File: src/rtl/mc_control_fsm_if.sv
// Control bundle between the multicycle sequencer and the MIPS datapath.
// The sequencer is the master; the datapath and IR are the slave.
interface mc_control_fsm_if;
   logic [5:0] Opcode;
   logic [5:0] Funct;
   logic       Zero;
   logic       MemReady;
   logic       PCEn;
   logic       IorD;
   logic       MemWrite;
   logic       IRWrite;
   logic       RegDst;
   logic       MemtoReg;
   logic       RegWrite;
   logic       ALUSrcA;
   logic [1:0] ALUSrcB;
   logic [1:0] PCSrc;
   logic [2:0] ALUControl;
   logic       IllegalOp;

   modport master (
      input  Opcode, Funct, Zero, MemReady,
      output PCEn, IorD, MemWrite, IRWrite, RegDst, MemtoReg,
      output RegWrite, ALUSrcA, ALUSrcB, PCSrc, ALUControl, IllegalOp
   );

   modport slave (
      output Opcode, Funct, Zero, MemReady,
      input  PCEn, IorD, MemWrite, IRWrite, RegDst, MemtoReg,
      input  RegWrite, ALUSrcA, ALUSrcB, PCSrc, ALUControl, IllegalOp
   );
endinterface

File: src/rtl/mc_control_fsm.sv
// Multicycle MIPS control sequencer: Moore FSM with registered
// per-state controls, stalling every memory state on MemReady.
module mc_control_fsm #(
   parameter int STATE_W = 4
) (
   input  logic            CLK,
   input  logic            RST,
   mc_control_fsm_if.master bus
);

   typedef enum logic [STATE_W-1:0] {
      FETCH, DECODE, MEMADR, MEMRD, MEMWB, MEMWR,
      EXEC, ALUWB, BRANCH, ADDIEX, ADDIWB, JUMP
   } state_t;

   localparam logic [5:0] OP_R    = 6'b000000;
   localparam logic [5:0] OP_LW   = 6'b100011;
   localparam logic [5:0] OP_SW   = 6'b101011;
   localparam logic [5:0] OP_BEQ  = 6'b000100;
   localparam logic [5:0] OP_ADDI = 6'b001000;
   localparam logic [5:0] OP_J    = 6'b000010;

   localparam logic [2:0] ALU_ADD = 3'b010;
   localparam logic [2:0] ALU_SUB = 3'b110;
   localparam logic [2:0] ALU_AND = 3'b000;
   localparam logic [2:0] ALU_OR  = 3'b001;
   localparam logic [2:0] ALU_SLT = 3'b111;

   localparam logic [1:0] SEL_ADD = 2'd0;
   localparam logic [1:0] SEL_SUB = 2'd1;
   localparam logic [1:0] SEL_FN  = 2'd2;

   typedef struct packed {
      logic       iord;
      logic       memwrite;
      logic       regdst;
      logic       memtoreg;
      logic       regwrite;
      logic       alusrca;
      logic [1:0] alusrcb;
      logic [1:0] pcsrc;
      logic [1:0] alusel;
      logic       fetch;
      logic       dec;
      logic       br;
      logic       jmp;
   } ctl_t;

   state_t state_q;
   state_t nxt;
   ctl_t   ctl_q;
   logic   run;

   function automatic logic legal(input logic [5:0] op);
      return op == OP_R || op == OP_LW || op == OP_SW ||
             op == OP_BEQ || op == OP_ADDI || op == OP_J;
   endfunction

   function automatic state_t next_of(
      input state_t     s,
      input logic [5:0] op,
      input logic       rdy
   );
      state_t n;
      n = FETCH;
      case (s)
         FETCH:  n = rdy ? DECODE : FETCH;
         DECODE: begin
            unique case (1'b1)
               op == OP_LW,
               op == OP_SW:   n = MEMADR;
               op == OP_R:    n = EXEC;
               op == OP_BEQ:  n = BRANCH;
               op == OP_ADDI: n = ADDIEX;
               op == OP_J:    n = JUMP;
               default:       n = FETCH;
            endcase
         end
         MEMADR: n = (op == OP_LW) ? MEMRD : MEMWR;
         MEMRD:  n = rdy ? MEMWB : MEMRD;
         MEMWR:  n = rdy ? FETCH : MEMWR;
         EXEC:   n = ALUWB;
         ADDIEX: n = ADDIWB;
         default: n = FETCH;
      endcase
      return n;
   endfunction

   function automatic ctl_t out_of(input state_t s);
      ctl_t c;
      c = '0;
      c.alusel = SEL_ADD;
      case (s)
         FETCH: begin
            c.alusrcb = 2'b01;
            c.fetch   = 1'b1;
         end
         DECODE: begin
            c.alusrcb = 2'b11;
            c.dec     = 1'b1;
         end
         MEMADR, ADDIEX: begin
            c.alusrca = 1'b1;
            c.alusrcb = 2'b10;
         end
         MEMRD: c.iord = 1'b1;
         MEMWB: begin
            c.memtoreg = 1'b1;
            c.regwrite = 1'b1;
         end
         MEMWR: begin
            c.iord     = 1'b1;
            c.memwrite = 1'b1;
         end
         EXEC: begin
            c.alusrca = 1'b1;
            c.alusel  = SEL_FN;
         end
         ALUWB: begin
            c.regdst   = 1'b1;
            c.regwrite = 1'b1;
         end
         BRANCH: begin
            c.alusrca = 1'b1;
            c.alusel  = SEL_SUB;
            c.pcsrc   = 2'b01;
            c.br      = 1'b1;
         end
         ADDIWB: c.regwrite = 1'b1;
         JUMP: begin
            c.pcsrc = 2'b10;
            c.jmp   = 1'b1;
         end
         default: c = '0;
      endcase
      return c;
   endfunction

   function automatic logic [2:0] funct_alu(input logic [5:0] fn);
      logic [2:0] a;
      case (fn)
         6'b100010: a = ALU_SUB;
         6'b100100: a = ALU_AND;
         6'b100101: a = ALU_OR;
         6'b101010: a = ALU_SLT;
         default:   a = ALU_ADD;
      endcase
      return a;
   endfunction

   assign nxt = next_of(state_q, bus.Opcode, bus.MemReady);

   // Advance state and register the controls of the state being entered.
   always_ff @(posedge CLK or negedge RST) begin
      if (!RST) begin
         state_q <= FETCH;
         ctl_q   <= out_of(FETCH);
      end else begin
         state_q <= nxt;
         ctl_q   <= out_of(nxt);
      end
   end

   // Enables are killed during reset and in any unused encoding.
   assign run = RST & (state_q <= JUMP);

   assign bus.PCEn = run & ((ctl_q.fetch & bus.MemReady) |
                            (ctl_q.br & bus.Zero) | ctl_q.jmp);
   assign bus.IRWrite   = run & ctl_q.fetch & bus.MemReady;
   assign bus.MemWrite  = run & ctl_q.memwrite;
   assign bus.RegWrite  = run & ctl_q.regwrite;
   assign bus.IllegalOp = run & ctl_q.dec & ~legal(bus.Opcode);
   assign bus.IorD      = ctl_q.iord;
   assign bus.RegDst    = ctl_q.regdst;
   assign bus.MemtoReg  = ctl_q.memtoreg;
   assign bus.ALUSrcA   = ctl_q.alusrca;
   assign bus.ALUSrcB   = ctl_q.alusrcb;
   assign bus.PCSrc     = ctl_q.pcsrc;
   assign bus.ALUControl =
      (ctl_q.alusel == SEL_SUB) ? ALU_SUB :
      (ctl_q.alusel == SEL_FN)  ? funct_alu(bus.Funct) : ALU_ADD;

endmodule

File: src/flat_wrapper.sv
// flat-port wrapper written by rule: the top's interface ports become plain ports
module mc_control_fsm_flat 
#(
   parameter int STATE_W = 4
)
  (CLK, RST, bus_Opcode, bus_Funct, bus_Zero, bus_MemReady, bus_PCEn, bus_IorD, bus_MemWrite, bus_IRWrite, bus_RegDst, bus_MemtoReg, bus_RegWrite, bus_ALUSrcA, bus_ALUSrcB, bus_PCSrc, bus_ALUControl, bus_IllegalOp);
  mc_control_fsm_if bus_i ();
  input  logic CLK;
  input  logic RST;
  input wire logic [$bits(bus_i.Opcode)-1:0] bus_Opcode;
  input wire logic [$bits(bus_i.Funct)-1:0] bus_Funct;
  input wire logic [$bits(bus_i.Zero)-1:0] bus_Zero;
  input wire logic [$bits(bus_i.MemReady)-1:0] bus_MemReady;
  output wire logic [$bits(bus_i.PCEn)-1:0] bus_PCEn;
  output wire logic [$bits(bus_i.IorD)-1:0] bus_IorD;
  output wire logic [$bits(bus_i.MemWrite)-1:0] bus_MemWrite;
  output wire logic [$bits(bus_i.IRWrite)-1:0] bus_IRWrite;
  output wire logic [$bits(bus_i.RegDst)-1:0] bus_RegDst;
  output wire logic [$bits(bus_i.MemtoReg)-1:0] bus_MemtoReg;
  output wire logic [$bits(bus_i.RegWrite)-1:0] bus_RegWrite;
  output wire logic [$bits(bus_i.ALUSrcA)-1:0] bus_ALUSrcA;
  output wire logic [$bits(bus_i.ALUSrcB)-1:0] bus_ALUSrcB;
  output wire logic [$bits(bus_i.PCSrc)-1:0] bus_PCSrc;
  output wire logic [$bits(bus_i.ALUControl)-1:0] bus_ALUControl;
  output wire logic [$bits(bus_i.IllegalOp)-1:0] bus_IllegalOp;
  assign bus_i.Opcode = bus_Opcode;
  assign bus_i.Funct = bus_Funct;
  assign bus_i.Zero = bus_Zero;
  assign bus_i.MemReady = bus_MemReady;
  assign bus_PCEn = bus_i.PCEn;
  assign bus_IorD = bus_i.IorD;
  assign bus_MemWrite = bus_i.MemWrite;
  assign bus_IRWrite = bus_i.IRWrite;
  assign bus_RegDst = bus_i.RegDst;
  assign bus_MemtoReg = bus_i.MemtoReg;
  assign bus_RegWrite = bus_i.RegWrite;
  assign bus_ALUSrcA = bus_i.ALUSrcA;
  assign bus_ALUSrcB = bus_i.ALUSrcB;
  assign bus_PCSrc = bus_i.PCSrc;
  assign bus_ALUControl = bus_i.ALUControl;
  assign bus_IllegalOp = bus_i.IllegalOp;
  mc_control_fsm #(.STATE_W(STATE_W)) u_core (.CLK(CLK), .RST(RST), .bus(bus_i));
endmodule
File: config.mk
export PLATFORM = sky130hd
export DESIGN_NAME = mc_control_fsm_flat
export DESIGN_NICKNAME = d
export VERILOG_FILES = /design/src/rtl/mc_control_fsm_if.sv /design/src/rtl/mc_control_fsm.sv /design/src/flat_wrapper.sv
export SDC_FILE = /design/constraint.sdc
export NUM_CORES = 1
export LEC_CHECK = 0
export ABC_AREA = 1
export CAP_MARGIN = 40
export CORE_ASPECT_RATIO = 2
export CORE_UTILIZATION = 35
export CTS_CLUSTER_SIZE = 28
export DETAILED_ROUTE_END_ITERATION = 7
export HOLD_SLACK_MARGIN = 0.03
export SETUP_SLACK_MARGIN = 0.15
export SLEW_MARGIN = 15
export SYNTH_ARGS = -nofsm -noshare
export SYNTH_HDL_FRONTEND = slang
export SYNTH_SLANG_ARGS = --single-unit
File: constraint.sdc
create_clock -name CLK -period 1.7 [get_ports CLK]
set_clock_uncertainty 0.05 [all_clocks]
set_input_delay 0.255 -clock CLK [delete_from_list [all_inputs] [get_ports CLK]]
set_output_delay 0.255 -clock CLK [all_outputs]
set_load 0.02 [all_outputs]
=== Yosys cells after proc, flatten, opt, wreduce, memory -nomap -nowiden ===
Cells that the tools add are included.
W data, S select, Z words.

* Reduce and logical (&&, ||, !) cells: 13
* Bitwise gates (word level): 13
* Add/sub/neg operators: 0
* Div/mod/pow operators: 0
* Magnitude comparators: 1
* Shifts and indexed selects: 0
* Eq/ne operators: 28
* Multiply operators: 0
* Multiplexer cells: 22

{| class="wikitable"
|+ Operator list
! operator !! number
|-
| $eq A6 B6 Y1 const B || 6
|-
| $pmux W4 S7 || 1
|-
| $eq A4 B3 Y1 const B || 6
|-
| $eq A4 B4 Y1 const B || 5
|-
| $pmux W4 S5 || 1
|-
| $eq A4 B2 Y1 const B || 4
|-
| $mux W3 || 5
|-
| $pmux W3 S4 || 1
|-
| $mux W1 || 11
|-
| $and A1 B1 Y1 || 10
|-
| $eq A4 B1 Y1 const B || 2
|-
| $logic_not A4 Y1 || 2
|-
| $pmux W2 S2 || 2
|-
| $eq A6 B2 Y1 const B || 1
|-
| $eq A6 B3 Y1 const B || 1
|-
| $eq A6 B4 Y1 const B || 1
|-
| $logic_not A6 Y1 || 1
|-
| $pmux W2 S3 || 1
|-
| $reduce_or A2 Y1 || 3
|-
| $logic_or A1 B1 Y1 || 5
|-
| $le A4 B4 Y1 const B || 1
|-
| $reduce_or A4 Y1 || 1
|-
| $reduce_or A3 Y1 || 1
|-
| $eq A2 B1 Y1 const B || 1
|-
| 3 further kinds || 4
|}

* Memories kept: 0
* Word-level logic and storage cells: 91
* RAM bits: 0
* Flip-flop bits (word level): 20
* Bits in latches: 0
* Memory bits (read-only): 0

=== Longest topological paths before layout ===
Gate-level depths: netlist of the first run.

* Depth after elaboration: 8
* Mapped depth: 11

=== Least setup slack after synthesis of the first run ===
OpenSTA, ideal clock, no wires.

* Path type: register -> output
* Start point: register u_core.state_q[3]
* End point: output bus_IllegalOp
* Buffers on the path: 0
* Stages on the path, launching flop included: 6
* Path slack: 0.149 ns
* Data required time: 1.395 ns
* Arrival: 1.246 ns
* Path through: dfrtp_1 -> inv_1 -> o21ai_0 -> inv_1 -> nand2_1 -> nor3_1

* Cells in the longest elaborated chain, start to end: 4

{| class="wikitable"
|+ RTL lines
! element !! RTL line !! source
|-
| from (decl) || mc_control_fsm.sv:49 || <nowiki>state_t state_q;</nowiki>
|-
| from (signal assigned) || mc_control_fsm.sv:159 || <nowiki>state_q <= nxt;</nowiki>
|-
| $le A4 B4 Y1 || mc_control_fsm.sv:165 || <nowiki>assign run = RST & (state_q <= JUMP);</nowiki>
|-
| $and A1 B1 Y1 || mc_control_fsm.sv:165 ||
|-
| $and A1 B1 Y1 (2 in series) || mc_control_fsm.sv:172 || <nowiki>assign bus.IllegalOp = run & ctl_q.dec & ~legal(bus.Opcode);</nowiki>
|-
| to (decl) || flat_wrapper.sv:25 || <nowiki>output wire logic [$bits(bus_i.IllegalOp)-1:0] bus_IllegalOp;</nowiki>
|}

Every way passes these cells.

=== Worst setup path in the final report of the first run ===
* Start point: register u_core.state_q[3]
* End point: register u_core.ctl_q (netlist bit u_core.bus.ALUSrcB[1])

* Cells in the longest elaborated chain, start to end: 5

{| class="wikitable"
|+ RTL lines
! element !! RTL line !! source
|-
| $eq A4 B4 Y1 (tied with other cells) || mc_control_fsm.sv:66 || <nowiki>case (s)</nowiki>
|-
| $pmux W4 S7 * || mc_control_fsm.sv:66 ||
|-
| $eq A4 B2 Y1 / $eq A4 B4 Y1 (equally long branches) || mc_control_fsm.sv:93 || <nowiki>case (s)</nowiki>
|-
| $reduce_or A2 Y1 || -- ||
|-
| $pmux W2 S3 * || mc_control_fsm.sv:93 ||
|-
| to (signal assigned) || mc_control_fsm.sv:157 || <nowiki>ctl_q <= out_of(FETCH);</nowiki>
|-
| to (signal assigned) || mc_control_fsm.sv:160 || <nowiki>ctl_q <= out_of(nxt);</nowiki>
|-
| to (decl) || mc_control_fsm.sv:51 || <nowiki>ctl_t ctl_q;</nowiki>
|}

Every way passes the cells marked *; elsewhere a longest branch is shown, timed or not.

==> results summary, run 1 <==
The number of antenna diodes in the final layout is 0. The per-cell via count in the routed design is 4.72. The path class of the tightest hold or removal check is primary input to asynchronous set/reset pin.

The final-report setup violation count is 0. The number of CTS-inserted buffers is 3. In this run the critical register-to-register path is captured at u_core.bus.ALUSrcB[1]. The commonest cells after synthesis are sky130_fd_sc_hd__inv_1, sky130_fd_sc_hd__nand2_1, sky130_fd_sc_hd__dfrtp_1. In this run the critical register-to-register path is launched from u_core.state_q[3]. The largest total area in the synthesized netlist belongs to sky130_fd_sc_hd__dfrtp_1.

The part of the Yosys area used for sequential elements came out at 39.8%. The data arrival at the endpoint of the critical path came out at 1.73 ns. The final hold violation count is 0. The ratio of total power to cell area came out at 746 nW/um^2. The unique cell type count in the Yosys netlist came out at 25.

In the synthesized netlist the async set-or-reset flop fraction comes to 100%. The final-layout fill cell count came out at 298. Counting along the longest clock path gives a buffer depth of 2. The clock latency at the later pin of the worst-skew pair came out at 0.25 ns. CTS built an H-tree with a depth of 1. The number of top-level pins came out at 32.

The kind of end point of the critical path is a register. For this block, the routed nets add up to 3130 um of wire. The mean post-synth cell area came out at 7.96 sq um. Combinational logic burns 40.5% of the power. The starting density of the core came out at 37.2%. The number of nets in the synthesized netlist is 167. The simple logic cell fraction of the synthesized area is 44.0%.

Compared with the post-synthesis result, the final layout area differs by 58.1%. Setup repair after global routing could not meet its margin everywhere. Setup slack on the critical path of the routed design comes to 0.0645 ns. In this run switching power makes up 34.4% of total power. The total design power came out at 0.00142 W.

The number of cells produced by synthesis is 151. The first global-routing pass estimated 5340 um of wire. The clock period minus final worst setup slack is 1.64 ns. The half-perimeter wire length after detailed placement is 2390 um. The count of antenna-violating nets left after detailed routing came out at 0. Of all nets on the critical path, the largest fanout is 5. For this design the static power due to leakage is 1.08 nW.

The sequential power share is 38.0%. The net switching power figure is 0.000488 W. At the worst endpoint, the required time is 1.79 ns. The proportion of synthesized area in mux cells came out at 0%. The floorplan step set the die height to 84.9 um. In this run the tool buffered the top-level ports with 31 buffer cells. The clock sink count came out at 19. The maximum ir drop on the vdd rail came out at 0.000386 V. Summing the areas of all xor and xnor instances in the mapped netlist gives 0% of the synthesized area.

The worst slack after detailed placement is -0.747 ns. The flow ran to the end, but the final reports show violations. Sorting the synthesized cells by area gives the leading types as sky130_fd_sc_hd__dfrtp_1, sky130_fd_sc_hd__inv_1, sky130_fd_sc_hd__nand2_1, sky130_fd_sc_hd__nor2_2, sky130_fd_sc_hd__nand3_1. The last weighted congestion value of the routability-driven placer is 0.850. Clock tree synthesis selected as its root buffer the cell sky130_fd_sc_hd__clkbuf_8. By area, the combinational part of the netlist is dominated by simple AND/OR/NAND/NOR gates. The via count of the first global-routing pass was 1234.

The final critical-path share of the clock period came out at 96.2%. STA classifies the critical path startpoint as a register. The cell-internal power is 0.000930 W. The leading register cell type out of synthesis is sky130_fd_sc_hd__dfrtp_1. For this block, the initial DRC count from the detailed router was 13.

The pin slew with the least headroom to its limit is 0.245 ns. The logic depth of the worst register-to-register path came out at 10. The number of synthesized flops with an enable pin is 0. The maximum number of pins on one net before global-route repair came out at 20.

After detailed routing, the average wire length per cell comes to 12.7 um. The DRC violation count after routing came out at 8. The critical path class is register to register.

The post-route netlist has 48.4% of its cells at a drive strength greater than 1. The synthesis warning total is 0. The row count came out at 29.

The checks that failed: design-rule violations. Across all register-to-register paths, the minimum setup slack is 0.06 ns. The achievable clock frequency came out at 611 MHz.

The initial antenna violation count came out at 0. The synthesized-area fraction occupied by ao, oa, aoi and oai cells came out at 3.23%. The number of violations of the max-capacitance limit came out at 0. For this block, the via count after detailed routing is 1162. The clock network fraction of design power came out at 21.5%. The chip width is 43.4 um. The normalized max-slew margin came out at 83.5%. The aggregate global routing overflow came out at 0.

The number of max-slew violations in the final report came out at 0. TritonCTS built the clock tree. The clock slew at the register clock pins of the worst setup and hold paths came out at 0.07 ns.

Of the post-synthesis cell area, the dominant cell type holds 35.4%. The count of nets after finishing came out at 232. The die covers 3690 sq um. The core box area is 3230 sq um.

The flip-flop and latch count after synthesis came out at 19. By instance count, the leading cell after synthesis is sky130_fd_sc_hd__inv_1. The adder and majority cell fraction of the synthesized area came out at 0%.

The mapped netlist covers 1200 sq um. The count of TritonRoute iterations in the first routing pass came out at 7. The overall routing resource usage came out at 19.6%.
logic make-up (layout without fill, tap and decap cells):
kind of cell / count (synthesis) / count (layout)
AOI/OAI and AO/OA: 6 / 6
buffers and inverters: 37 / 101
DFF: 19 / 19
and+or+nand+nor: 89 / 89
cell usage in the layout (no fill, tap or decap), types with 2 or more instances in the layout:
cell type,synthesis,routed
sky130_fd_sc_hd__clkbuf_8,0,3
sky130_fd_sc_hd__dlygate4sd2_1,0,12
sky130_fd_sc_hd__buf_4,4,33
sky130_fd_sc_hd__inv_2,3,7
sky130_fd_sc_hd__dfrtp_1,17,16
sky130_fd_sc_hd__nand3_1,12,8
sky130_fd_sc_hd__nor3_2,0,2
sky130_fd_sc_hd__nand2_4,3,3
sky130_fd_sc_hd__nand3_4,1,3
sky130_fd_sc_hd__dlymetal6s2s_1,0,2
sky130_fd_sc_hd__o21ai_2,0,2
sky130_fd_sc_hd__nor2_2,10,10
sky130_fd_sc_hd__dfstp_2,2,2
sky130_fd_sc_hd__clkdlybuf4s50_1,0,7
sky130_fd_sc_hd__nand4_1,2,2
sky130_fd_sc_hd__inv_1,28,24
sky130_fd_sc_hd__nand2_2,7,8
sky130_fd_sc_hd__nor2_4,3,5
sky130_fd_sc_hd__buf_2,0,3
sky130_fd_sc_hd__nor2_1,15,13
sky130_fd_sc_hd__nand3_2,5,7
sky130_fd_sc_hd__nand2_1,24,23
sky130_fd_sc_hd__buf_6,0,5
critical path, cell delays in order, from the launching register on:
cell	delay [ns]
sky130_fd_sc_hd__dfrtp_1	0.41
sky130_fd_sc_hd__buf_6	0.14
sky130_fd_sc_hd__nor2_4	0.23
sky130_fd_sc_hd__buf_4	0.17
sky130_fd_sc_hd__nand3_1	0.08
sky130_fd_sc_hd__nand2_2	0.10
sky130_fd_sc_hd__nor2_4	0.06
sky130_fd_sc_hd__nand2_4	0.09
sky130_fd_sc_hd__nor2_2	0.04
sky130_fd_sc_hd__nor2_2	0.11
sky130_fd_sc_hd__nand2_1	0.06
flip-flops by register name, indices dropped and copies added (netlist names):
signal and count:
u_core.bus.MemtoReg 1, u_core.bus.PCSrc 2, u_core.bus.ALUSrcB 2, u_core.bus.IorD 1, u_core.bus.RegDst 1, u_core.bus.ALUSrcA 1, u_core.ctl_q 7, u_core.state_q 4
power groups by stage:
stage	Clock (W)	Combinational, W	Sequential [W]
floorplan	0	0.000292	0.000550
global placement	0	0.000499	0.000543
detailed placement	0	0.000505	0.000546
CTS	0.000312	0.000521	0.000538
global route	0.000340	0.000625	0.000547
finish	0.000305	0.000574	0.000539
worst max-delay path by stage:
stage / start / endpoint / slack (ns) / depth (start not counted)
6_report: u_core.state_q[3] / u_core.bus.ALUSrcB[1] / 0.06 / 10
5_1_grt: u_core.state_q[3] / u_core.bus.ALUSrcB[1] / -0.02 / 10
4_1_cts: u_core.state_q[2] / bus_PCEn / 0.15 / 7
3_5_place_dp: bus_Funct[5] / bus_ALUControl[0] / -0.75 / 7
3_3_place_gp: bus_Funct[5] / bus_ALUControl[0] / -0.62 / 7
2_1_floorplan: u_core.state_q[3] / bus_IllegalOp / 0.31 / 5
final cells by class:
| type | count | area [sq um] | share of cell area [%] |
|---|---|---|---|
| multi-input combinational | 95 | 669 | 35.2 |
| timing repair buffer | 64 | 541 | 28.4 |
| clock inverter | 1 | 5.00 | 0.263 |
| inverter | 33 | 126 | 6.65 |
| tap | 31 | 38.8 | 2.04 |
| clock buffer | 3 | 41.3 | 2.17 |
| sequential | 19 | 479 | 25.2 |
stage by stage:
| stage | hold slack [ns] | utilization [%] | cells | area, sq um | setup TNS [ns] |
|---|---|---|---|---|---|
| after floorplan | -0.0906 | - | 151 | 1210 | 0 |
| after global placement | 0.595 | 53.3 | 235 | 1720 | -4.95 |
| after detailed placement | 0.596 | 53.3 | 235 | 1720 | -5.55 |
| after CTS | 0.106 | 56.2 | 242 | 1810 | 0 |
| after global routing | 0.120 | 58.9 | 246 | 1900 | -0.0202 |
| final | 0.100 | 58.9 | 246 | 1900 | 0 |
repair_timing:
item                       CTS  global route
buffers inserted             3             4
setup endpoints to repair   18            17
gates resized for setup     74            14
hold buffers                 0             0
gates cloned                 0             0
pin swaps                   12             9
per-layer routing:
layer / track usage, % / part of all wire, % / vias to the layer above / wire, um
met5: 0 / 0 / - / 0
met2: 40.8 / 64 / 30 / 2010
met3: 1.49 / 2.5 / 4 / 77
met1: 17.2 / 31 / 546 / 981
li1: - / - / 582 / -
met4: 8.52 / 1.9 / 0 / 61
Power figures use the tool's default switching activity.
==> run 2: changes to the inputs <==
CTS_CLUSTER_SIZE = 24   (was 28)
==> results of run 2 <==
No change in the layout: final DEF, timing and power equal those of run 1.
